--- src/rtl/aes_pkg.sv ---
// Shared AES GF(2^8) helpers, mode encodings and the MixColumns engine state codes.
package aes_pkg;

    localparam logic [7:0] AES_POLY = 8'h1b;
    localparam logic       MODE_FWD = 1'b0;
    localparam logic       MODE_INV = 1'b1;

    localparam logic [1:0] ST_IDLE = 2'd0;
    localparam logic [1:0] ST_BUSY = 2'd1;
    localparam logic [1:0] ST_DONE = 2'd2;

    function automatic logic [7:0] xtime(input logic [7:0] x);
        return {x[6:0], 1'b0} ^ (x[7] ? AES_POLY : 8'h00);
    endfunction

    function automatic logic [7:0] gf_mul2(input logic [7:0] x);
        return xtime(x);
    endfunction

    function automatic logic [7:0] gf_mul3(input logic [7:0] x);
        return xtime(x) ^ x;
    endfunction

    // Inverse coefficients are built from the x2/x4/x8 chain.
    function automatic logic [7:0] gf_mul9(input logic [7:0] x);
        return xtime(xtime(xtime(x))) ^ x;
    endfunction

    function automatic logic [7:0] gf_mulb(input logic [7:0] x);
        return xtime(xtime(xtime(x))) ^ xtime(x) ^ x;
    endfunction

    function automatic logic [7:0] gf_muld(input logic [7:0] x);
        return xtime(xtime(xtime(x))) ^ xtime(xtime(x)) ^ x;
    endfunction

    function automatic logic [7:0] gf_mule(input logic [7:0] x);
        return xtime(xtime(xtime(x))) ^ xtime(xtime(x)) ^ xtime(x);
    endfunction

endpackage

--- src/rtl/mix_column_word.sv ---
// Combinational single-column MixColumns / InvMixColumns; byte 0 sits in bits [0:7].
module mix_column_word
    import aes_pkg::*;
(
    input  logic        inv,
    input  logic [0:31] col_in,
    output logic [0:31] col_out
);

    logic [7:0] a0, a1, a2, a3;

    assign a0 = col_in[0:7];
    assign a1 = col_in[8:15];
    assign a2 = col_in[16:23];
    assign a3 = col_in[24:31];

    always_comb begin
        col_out = '0;
        if (inv == MODE_INV) begin
            col_out[0:7]   = gf_mule(a0) ^ gf_mulb(a1) ^ gf_muld(a2) ^ gf_mul9(a3);
            col_out[8:15]  = gf_mul9(a0) ^ gf_mule(a1) ^ gf_mulb(a2) ^ gf_muld(a3);
            col_out[16:23] = gf_muld(a0) ^ gf_mul9(a1) ^ gf_mule(a2) ^ gf_mulb(a3);
            col_out[24:31] = gf_mulb(a0) ^ gf_muld(a1) ^ gf_mul9(a2) ^ gf_mule(a3);
        end else begin
            col_out[0:7]   = gf_mul2(a0) ^ gf_mul3(a1) ^ a2 ^ a3;
            col_out[8:15]  = a0 ^ gf_mul2(a1) ^ gf_mul3(a2) ^ a3;
            col_out[16:23] = a0 ^ a1 ^ gf_mul2(a2) ^ gf_mul3(a3);
            col_out[24:31] = gf_mul3(a0) ^ a1 ^ a2 ^ gf_mul2(a3);
        end
    end

endmodule

--- src/rtl/mix_columns_seq.sv ---
// Iterative MixColumns engine: COLS_PER_CYCLE columns per clock, result held until accepted.
// state | meaning
// IDLE  | ready for a new state
// BUSY  | transforming column groups
// DONE  | result valid, waiting for out_ready
module mix_columns_seq
    import aes_pkg::*;
#(
    parameter int NB             = 4,
    parameter int COLS_PER_CYCLE = 1
) (
    input  logic              clk,
    input  logic              rst_n,
    input  logic              in_valid,
    output logic              in_ready,
    input  logic              inv_in,
    input  logic [0:32*NB-1]  state_in,
    output logic              out_valid,
    input  logic              out_ready,
    output logic [0:32*NB-1]  state_out
);

    localparam int CNT_W = (NB > 1) ? $clog2(NB) : 1;

    if (NB % COLS_PER_CYCLE != 0) begin : g_bad_cfg
        $error("mix_columns_seq: COLS_PER_CYCLE must divide NB");
    end

    logic [1:0]         state;
    logic [CNT_W-1:0]   col_cnt;
    logic [0:32*NB-1]   work;
    logic [0:32*NB-1]   result;
    logic               mode;
    logic               last_group;
    logic [0:31]        col_src [COLS_PER_CYCLE];
    logic [0:31]        col_dst [COLS_PER_CYCLE];

    assign in_ready   = (state == ST_IDLE);
    assign out_valid  = (state == ST_DONE);
    assign state_out  = result;
    assign last_group = (col_cnt == CNT_W'(NB - COLS_PER_CYCLE));

    always_comb begin
        for (int g = 0; g < COLS_PER_CYCLE; g++) begin
            col_src[g] = work[32*(int'(col_cnt) + g) +: 32];
        end
    end

    for (genvar g = 0; g < COLS_PER_CYCLE; g++) begin : g_col
        mix_column_word u_col (
            .inv     (mode),
            .col_in  (col_src[g]),
            .col_out (col_dst[g])
        );
    end

    always_ff @(posedge clk or negedge rst_n) begin
        if (!rst_n) begin
            state   <= ST_IDLE;
            col_cnt <= '0;
            work    <= '0;
            result  <= '0;
            mode    <= MODE_FWD;
        end else begin
            case (state)
                ST_IDLE: begin
                    if (in_valid) begin
                        work    <= state_in;
                        mode    <= inv_in;
                        col_cnt <= '0;
                        state   <= ST_BUSY;
                    end
                end
                ST_BUSY: begin
                    for (int g = 0; g < COLS_PER_CYCLE; g++) begin
                        result[32*(int'(col_cnt) + g) +: 32] <= col_dst[g];
                    end
                    if (last_group) begin
                        state <= ST_DONE;
                    end else begin
                        col_cnt <= col_cnt + CNT_W'(COLS_PER_CYCLE);
                    end
                end
                ST_DONE: begin
                    if (out_ready) begin
                        state <= ST_IDLE;
                    end
                end
                default: state <= ST_IDLE;
            endcase
        end
    end

endmodule
--- config.mk ---
export PLATFORM = sky130hd
export DESIGN_NAME = mix_columns_seq
export DESIGN_NICKNAME = d
export VERILOG_FILES = /design/src/rtl/aes_pkg.sv /design/src/rtl/mix_column_word.sv /design/src/rtl/mix_columns_seq.sv
export SDC_FILE = /design/constraint.sdc
export NUM_CORES = 1
export LEC_CHECK = 0
export CAP_MARGIN = 25
export CORE_MARGIN = 5
export CORE_UTILIZATION = 31
export CTS_CLUSTER_SIZE = 20
export DETAILED_ROUTE_END_ITERATION = 16
export HOLD_SLACK_MARGIN = 0.12
export PLACE_DENSITY = 0.62
export REMOVE_ABC_BUFFERS = 1
export SETUP_SLACK_MARGIN = 0.02
export SYNTH_ARGS = -nofsm -noshare
export SYNTH_HDL_FRONTEND = slang
export SYNTH_SLANG_ARGS = --single-unit
--- constraint.sdc ---
create_clock -name clk -period 4.5 [get_ports clk]
set_input_delay 0.9 -clock clk [delete_from_list [all_inputs] [get_ports clk]]
set_output_delay 0.9 -clock clk [all_outputs]
set_load 0.02 [all_outputs]
Word-level counts from Yosys, hierarchy flattened
Cells that the tools add are included.
{"block": "totals", "wordCells": 108, "register_bits": 261, "input_bits": 133, "out_inout_bits": 130}
{"block": "classes", "n_mux": 21, "reduce_logical": 5, "n_eq_ne": 7, "n_bitwise": 65, "addsub": 2, "shift": 3}
{"cell": "8-bit bitwise XOR", "n": 63}
{"cell": "129-bit by 33-bit variable shift with 128-bit output (first input constant)", "n": 1}
{"cell": "128-bit by 32-bit variable part select with 129-bit output", "n": 1}
{"cell": "129-bit by 33-bit variable part select with 128-bit output", "n": 1}
{"cell": "128-bit bitwise mux", "n": 1}
{"cell": "5-bit two-way mux", "n": 12}
{"cell": "32-bit negation with 33-bit output", "n": 1}
{"cell": "32-bit two-way mux", "n": 1}
{"cell": "7-bit inverter with 32-bit output", "n": 1}
{"cell": "2-bit two-way mux", "n": 5}
{"cell": "8-bit by 5-bit bitwise XOR with 8-bit output", "n": 1}
{"cell": "2-bit inequality test (second input constant)", "n": 3}
{"cell": "2-bit one-hot mux with 3 select lines", "n": 1}
{"cell": "3-bit AND reduction", "n": 2}
{"cell": "2-bit == test (second input constant)", "n": 2}
{"cell": "2-bit one-hot mux with 2 select lines", "n": 1}
{"cell": "2-bit by 1-bit adder with 2-bit output (second input constant)", "n": 1}
{"cell": "2-bit by 1-bit == test with 1-bit output (second input constant)", "n": 1}
{"cell": "2-bit zero test", "n": 1}
{"cell": "2-bit by 1-bit inequality test with 1-bit output (second input constant)", "n": 1}
{"cell": "2-bit AND reduction", "n": 1}
{"cell": "2-bit nonzero test", "n": 1}

Depth between registers and ports, before layout
Gate-level depths: netlist (run 1).
{"block": "logic_depth", "word_depth": 16, "mapped_depth": 11, "depth_no_buf": 7}

By module
From an unflattened synthesis (run 1), not the netlist that was laid out.
{"block": "hier_totals", "hier_cells": 1021, "area_unflattened_um2": 14323.7}
{"module": "mix_columns_seq", "cells_per_inst": 771, "n_inst": 1, "area_per_inst_um2": 11981.5}
{"module": "mix_column_word", "cells_per_inst": 250, "n_inst": 1, "area_per_inst_um2": 2342.2}

Least setup slack after synthesis (run 1)
OpenSTA, ideal clock, no wires.
{"block": "synth_path", "path_type": "register to register", "start": "register col_cnt[0]", "end": "register result (netlist bit state_out[123])", "slack_ps": 1381, "path_buffers": 4, "t_arrival_ps": 2990, "stages_incl_launch_ff": 12, "path_cell_list": "dfrtp_1 -> buf_6 -> buf_12 -> buf_12 -> mux4_2 -> buf_6 -> xnor3_2 -> xnor2_2 -> xor2_1 -> xnor3_1 -> mux2i_4 -> o21ai_1"}
{"block": "synth_between", "elab_chain_len": 14}
{"item": "start, declared", "line_no": "mix_columns_seq.sv:30", "text": "logic [CNT_W-1:0] col_cnt;"}
{"item": "start signal, assigned", "line_no": "mix_columns_seq.sv:81", "text": "col_cnt <= col_cnt + CNT_W'(COLS_PER_CYCLE);"}
{"item": "7-bit inverter with 32-bit output (not written as such) (*)", "line_no": "mix_columns_seq.sv:45, mix_columns_seq.sv:76"}
{"item": "128-bit by 32-bit variable part select with 129-bit output", "line_no": "mix_columns_seq.sv:45", "text": "col_src[g] = work[32*(int'(col_cnt) + g) +: 32];"}
{"item": "8-bit bitwise XOR or 5-bit two-way mux (tied branches) (2 in series)", "line_no": "aes_pkg.sv:13", "text": "return {x[6:0], 1'b0} ^ (x[7] ? AES_POLY : 8'h00);"}
{"item": "5-bit two-way mux or 8-bit bitwise XOR (tied branches)", "line_no": "aes_pkg.sv:13"}
{"item": "8-bit by 5-bit bitwise XOR with 8-bit output or 8-bit bitwise XOR (tied branches)", "line_no": "aes_pkg.sv:13"}
{"item": "8-bit bitwise XOR, on equally long branches (2 in series)", "line_no": "aes_pkg.sv:30, aes_pkg.sv:34, aes_pkg.sv:38"}
{"item": "8-bit bitwise XOR, on equally long branches (3 in series)"}
{"item": "32-bit two-way mux", "line_no": "mix_column_word.sv:19", "text": "if (inv == MODE_INV) begin"}
{"item": "129-bit by 33-bit variable part select with 128-bit output", "line_no": "mix_columns_seq.sv:76", "text": "result[32*(int'(col_cnt) + g) +: 32] <= col_dst[g];"}
{"item": "128-bit bitwise mux (*)", "line_no": "mix_columns_seq.sv:76"}
{"item": "end signal, assigned by index", "line_no": "mix_columns_seq.sv:76"}
{"item": "end, declared", "line_no": "mix_columns_seq.sv:32", "text": "logic [0:32*NB-1] result;"}
Every way passes the cells marked *; elsewhere a longest branch is shown, timed or not.
A chain may end at the register's enable or synchronous reset.

Final worst setup path (run 1)
{"block": "layout_path", "start": "register col_cnt[0]", "end": "register result (netlist bit state_out[35])"}
The elaborated chain is that of the path after synthesis.

==> out/results.tsv, run 1 <==
stage	metric	value	unit
floorplan	core_region_area	40600	um2
hold_path	hold_path_class	input port to asynchronous set/reset pin	
timing	setup_viol	0	
grt	grt_pass1_vias	8835	
place	place_area	15900	um2
clocking	clk_pin_slew	0.06	ns
layout	nNetsFinal	1347	
setup_path	slowest_stage	mux4_2	
floorplan	io_pins	263	
grt	grt_usage	0.159	
outcome	status	finished clean	
routing	vias	8418	
place	io_buffers	262	
setup_path	critPathMaxFanout	8	
setup_path	worstSetupStartpointType	register	
grt	grt_max_degree	111	
timing	rsz0062_at_grt	false	
synth	synth_warnings	0	
clocking	numCtsBuffers	30	
timing	max_freq	0.271	GHz
routing	drc	0	
synth	syn-cell-area	12700	um2
timing	slew_violations	0	
routing	wirelength	36600	um
layout	area_growth	33.5	%
timing	skew	0.0145	ns
clocking	cts-resized-gates	0	
floorplan	die_width	212	um
grt	antenna_found_initial	3	
synth	avgSynthCellArea	13.4	um2
layout	antennaDiodeCount	0	
layout	final_cell_mix	clkdlybuf4s50_1 (261), dfrtp_1 (259), mux2_2 (129), nand2_1 (109), xnor2_1 (109)	
timing	worst_pin_slew	0.872	ns
routing	drt_iter0_markers	417	
timing	fin_crit_sh	0.822	
routing	dr.pass1.iters	4	
setup_path	worstPathArrival	4.11	ns
clocking	htreeDepth	1	
timing	maxSlewHeadroom	0.415	
setup_path	cp.required	4.91	ns
synth	synthDistinctLibCells	33	
clocking	cts_tree	yes	
clocking	clock-sinks	261	
flow_run	maxCapViolCount	0	
timing	hold_viol	0	
setup_path	critPathMaxStageDelay	0.67	ns
grt	grt_pass1_wl	55300	um
clocking	insertion_delay	0.56	ns
setup_path	crit_path_cell_trace	buf_4 > mux4_2 > xnor2_2 > xor3_1 > xnor3_1 > nand2_1 > xnor2_1 > o21ai_1	
synth	ys_seq_area_frac	0.515	
layout	drive_gt1_frac	0.217	
routing	vias_per_cell	4.77	
routing	wl_per_cell	20.7	um
grt	overflow	0	
setup_path	critPathCaptureType	register	
floorplan	die_height	212	um
clocking	cts_hold_buffers	0	
floorplan	start_util	0.312	
layout	layout_commonest_cell	clkdlybuf4s50_1	
clocking	clockBufferDepth	3	
clocking	postCtsSetupBuffers	0	
timing	tns	0	ns
clocking	root_buffer	clkbuf_16	
synth	syn_inst	946	
routing	final_antenna_net_count	0	
floorplan	std_cell_rows	74	
timing	min_period	3.70	ns
place	place_congestion	0.851	
setup_path	criticalPathCategory	register to register	
place	hpwl	27500	um
synth	synth_seq_cells	261	
timing	holdWs	0.294	ns
layout	final_cell_area	16900	um2
floorplan	die_area	45100	um2
==> critical path, delay by kind of cell, from the launching register on <==
family	cells	cell delay (ns)
mux	1	0.67
simple gates	1	0.12
compound gates	1	0.14
flops	1	0.47
xor+xnor	4	1.86
buf+inv	1	0.27
==> synthesized netlist by cell type (all sizes together) <==
| library cell | count | area, um2 |
|---|---|---|
| clkinv | 1 | 3.75 |
| xor2 | 34 | 320 |
| xor3 | 5 | 119 |
| dfrtp | 261 | 6530 |
| xnor2 | 124 | 1220 |
| buf | 23 | 181 |
| nand4 | 4 | 25.0 |
| nor3 | 6 | 30.0 |
| mux4 | 32 | 721 |
| ha | 4 | 50.1 |
| a22o | 36 | 315 |
| a21oi | 4 | 20.0 |
| inv | 3 | 11.3 |
| o21ai | 95 | 475 |
| xnor3 | 24 | 543 |
| nand2 | 109 | 409 |
| mux2 | 129 | 1450 |
| and2 | 2 | 12.5 |
| mux2i | 6 | 76.3 |
| a31o | 1 | 8.76 |
| nor2 | 8 | 30.0 |
| clkbuf | 35 | 131 |
==> path summary, 6_finish.rpt <==
kind                                            from                         to  slack [ns]  cells past startpoint
max                           col_cnt[0]$_DFFE_PN0P_  state_out[35]$_DFFE_PN0P_        0.80                      8
min                                            rst_n        work[2]$_DFFE_PN0P_        0.29                      1
max reg2reg                   col_cnt[0]$_DFFE_PN0P_  state_out[35]$_DFFE_PN0P_        0.80                      8
min reg2reg                state_out[43]$_DFFE_PN0P_  state_out[43]$_DFFE_PN0P_        0.48                      2
max in group asynchronous                      rst_n  state_out[83]$_DFFE_PN0P_        3.10                      2
min in group clk           state_out[43]$_DFFE_PN0P_  state_out[43]$_DFFE_PN0P_        0.48                      2
==> kinds of logic (layout without fill, tap and decap cells) <==
group | after synthesis | count (layout) | share of synthesized area
DFF | 261 | 261 | 0.515
xor gates and xnor gates | 187 | 187 | 0.174
muxes | 167 | 167 | 0.177
AOI/OAI and AO/OA | 136 | 136 | 0.0646
and+or+nand+nor | 129 | 129 | 0.0399
buffers and inverters | 62 | 348 | 0.0258
adders and majority gates | 4 | 4 | 0.00394
==> routing by layer <==
layer  wire length (um)  GRT usage  vias to the layer above
li1                   -          -                     3817
met1              16700      0.231                     4267
met2              16500      0.250                      287
met3               2780     0.0351                       41
met4                493     0.0285                        6
met5                 34          0                        -
==> registers in the layout, indices dropped and copies added, names as in the netlist <==
signal / cells
state_out: 128
col_cnt: 2
mode: 1
work: 128
state: 2
==> stage by stage <==
stage | utilization | instances | setup slack (ns)
floorplan | - | 888 | 0.0526
global placement | 0.391 | 1709 | 0.853
detailed placement | 0.392 | 1710 | 0.815
CTS | 0.417 | 1764 | 0.780
global route | 0.417 | 1764 | 0.583
finish | 0.417 | 1764 | 0.803
==> layout make-up <==
type | count | area (um2)
clock inverter | 10 | 111
fill | 3769 | 23700
inverter | 4 | 15.0
tap | 532 | 666
multi-input combinational | 623 | 5840
sequential | 261 | 6530
timing repair buffer | 290 | 2860
clock buffer | 44 | 915
Power of run 1 is not shown: default switching activity piles up to over one toggle a cycle in this logic, so the estimate is an artifact.
==> inputs of run 2 (changes only) <==
--- a/config.mk
+++ b/config.mk
@@ -11,7 +11,7 @@
 export CTS_CLUSTER_SIZE = 20
 export DETAILED_ROUTE_END_ITERATION = 16
 export HOLD_SLACK_MARGIN = 0.12
-export PLACE_DENSITY = 0.62
+export PLACE_DENSITY = 0.64
 export REMOVE_ABC_BUFFERS = 1
 export SETUP_SLACK_MARGIN = 0.02
 export SYNTH_ARGS = -nofsm -noshare
==> constraint.sdc (replaced) <==
create_clock -name clk -period 3.2 [get_ports clk]
set_input_delay 0.64 -clock clk [delete_from_list [all_inputs] [get_ports clk]]
set_output_delay 0.64 -clock clk [all_outputs]
set_load 0.02 [all_outputs]
==> run 2 against run 1 <==
- final cell count grew 5.6%
- critical endpoint is now state_out[66]$_DFFE_PN0P_
- largest cell class unchanged
- fmax up 19%
- critical path depth unchanged
- core utilization is 2.9 points higher
==> out/results.tsv, run 2 (same netlist as run 1, synthesis figures left out) <==
stage	metric	value	unit	change
outcome	status	finished clean		unchanged
timing	worst_pin_slew	0.647	ns	was 0.872 ns
floorplan	std_cell_rows	74		unchanged
timing	tns	0	ns	unchanged
clocking	clk_pin_slew	0.06	ns	about the same
layout	drive_gt1_frac	0.293		was 0.217
layout	final_core_util	0.446		was 0.417
layout	area_growth	42.7	%	was 33.5%
clocking	cts_tree	yes		unchanged
routing	wl_per_cell	20.0	um	was 20.7 um
floorplan	die_height	212	um	unchanged
routing	final_antenna_net_count	0		unchanged
clocking	insertion_delay	0.57	ns	was 0.56 ns
timing	setup_viol	0		unchanged
setup_path	worstPathArrival	3.54	ns	was 4.11 ns
timing	rsz0062_at_grt	true		was false
grt	grt_pass1_wl	56000	um	was 55,300 um
setup_path	criticalPathCategory	register to register		unchanged
grt	grt_max_degree	97		was 111
timing	holdWs	0.479	ns	was 0.294 ns
timing	hold_viol	0		unchanged
timing	slew_violations	0		unchanged
place	hpwl	27200	um	was 27,500 um
place	place_congestion	0.847		was 0.851
grt	antenna_found_initial	3		unchanged
timing	skew	0.0198	ns	was 0.0145 ns
grt	overflow	0		unchanged
timing	max_freq	0.322	GHz	was 0.271 GHz
floorplan	start_util	0.312		unchanged
layout	antennaDiodeCount	0		unchanged
flow_run	maxCapViolCount	0		unchanged
layout	layout_commonest_cell	clkdlybuf4s50_1		unchanged
floorplan	core_region_area	40600	um2	unchanged
floorplan	io_pins	263		unchanged
floorplan	die_width	212	um	unchanged
floorplan	die_area	45100	um2	unchanged
layout	fill_cells	3745		was 3,769
routing	vias	8763		was 8,418
routing	dr.pass1.iters	4		unchanged
clocking	root_buffer	clkbuf_16		unchanged
routing	wirelength	37300	um	was 36,600 um
clocking	htreeDepth	1		unchanged
place	io_buffers	262		unchanged
routing	vias_per_cell	4.70		was 4.77
grt	grt_usage	0.161		was 0.159
timing	fin_crit_sh	0.972		was 0.822
layout	nNetsFinal	1443		was 1,347
setup_path	critPathCaptureType	register		unchanged
grt	grt_pass1_vias	9228		was 8,835
timing	layout_setup_ws	0.0905	ns	was 0.803 ns
routing	drt_iter0_markers	323		was 417
clocking	numCtsBuffers	31		was 30
setup_path	worstSetupStartpointType	register		unchanged
hold_path	hold_path_class	register to register		was input port to asynchronous set/reset pin
clocking	clock-sinks	261		unchanged
clocking	clockBufferDepth	3		unchanged
setup_path	critPathMaxFanout	10		was 8
timing	min_period	3.11	ns	was 3.70 ns
layout	final_cell_mix	clkdlybuf4s50_1 (261), dfrtp_1 (259), mux2_2 (129), buf_4 (110), nand2_1 (107)		was clkdlybuf4s50_1 (261), dfrtp_1 (259), mux2_2 (129), nand2_1 (109), xnor2_1 (109)
timing	maxSlewHeadroom	0.568		was 0.415
routing	drc	0		unchanged
place	post-place-ws	-0.242	ns	was 0.815 ns
setup_path	cp.required	3.63	ns	was 4.91 ns
run 2: through the flow:
step	area, um2	instances
floorplan	12400	888
global placement	16500	1773
detailed placement	16500	1773
CTS	17700	1836
global route	18100	1863
finish	18100	1863
run 2: metal layers:
metal,share of wire,global-route usage
met5,0.00088,0
met4,0.025,0.0428
met3,0.071,0.0354
met2,0.46,0.257
met1,0.44,0.223
run 2: what timing repair did:
item | CTS | global route
cloned | 0 | 2
hold buffers | 1 | 0
hold endpoints to repair | 60 | 0
setup endpoints to repair | 20 | 89
pin swaps | 2 | 12
setup buffers | 4 | 24
resized for setup | 6 | 21
run 2: final timing paths:
| path | start | endpoint | slack [ns] | cells after the start |
|---|---|---|---|---|
| worst max-delay path | col_cnt[0]$_DFFE_PN0P_ | state_out[66]$_DFFE_PN0P_ | 0.09 | 8 |
| worst min-delay path | state_out[62]$_DFFE_PN0P_ | state_out[62]$_DFFE_PN0P_ | 0.48 | 2 |
| worst max register to register | col_cnt[0]$_DFFE_PN0P_ | state_out[66]$_DFFE_PN0P_ | 0.09 | 8 |
| worst min register to register | state_out[62]$_DFFE_PN0P_ | state_out[62]$_DFFE_PN0P_ | 0.48 | 2 |
| max in group asynchronous | rst_n | col_cnt[1]$_DFFE_PN0P_ | 1.69 | 3 |
| min in group asynchronous | rst_n | work[98]$_DFFE_PN0P_ | 0.62 | 2 |
run 2: layout make-up:
type                       count  area (um2)  area share
sequential                   261        6530       0.361
timing repair buffer         385        3690       0.204
clock inverter                22         375      0.0207
clock buffer                  36         835      0.0461
tap                          532         666      0.0368
inverter                       4        15.0    0.000829
multi-input combinational    623        6000       0.331
run 2: critical path: stages, from the launching register on:
cell	delay [ns]
dfrtp_2	0.45
buf_12	0.17
mux4_2	0.55
xor3_2	0.44
xnor3_1	0.39
xnor3_1	0.43
nand2_2	0.15
xnor2_4	0.26
o21ai_1	0.11
Power of run 2 is left out for the same reason.
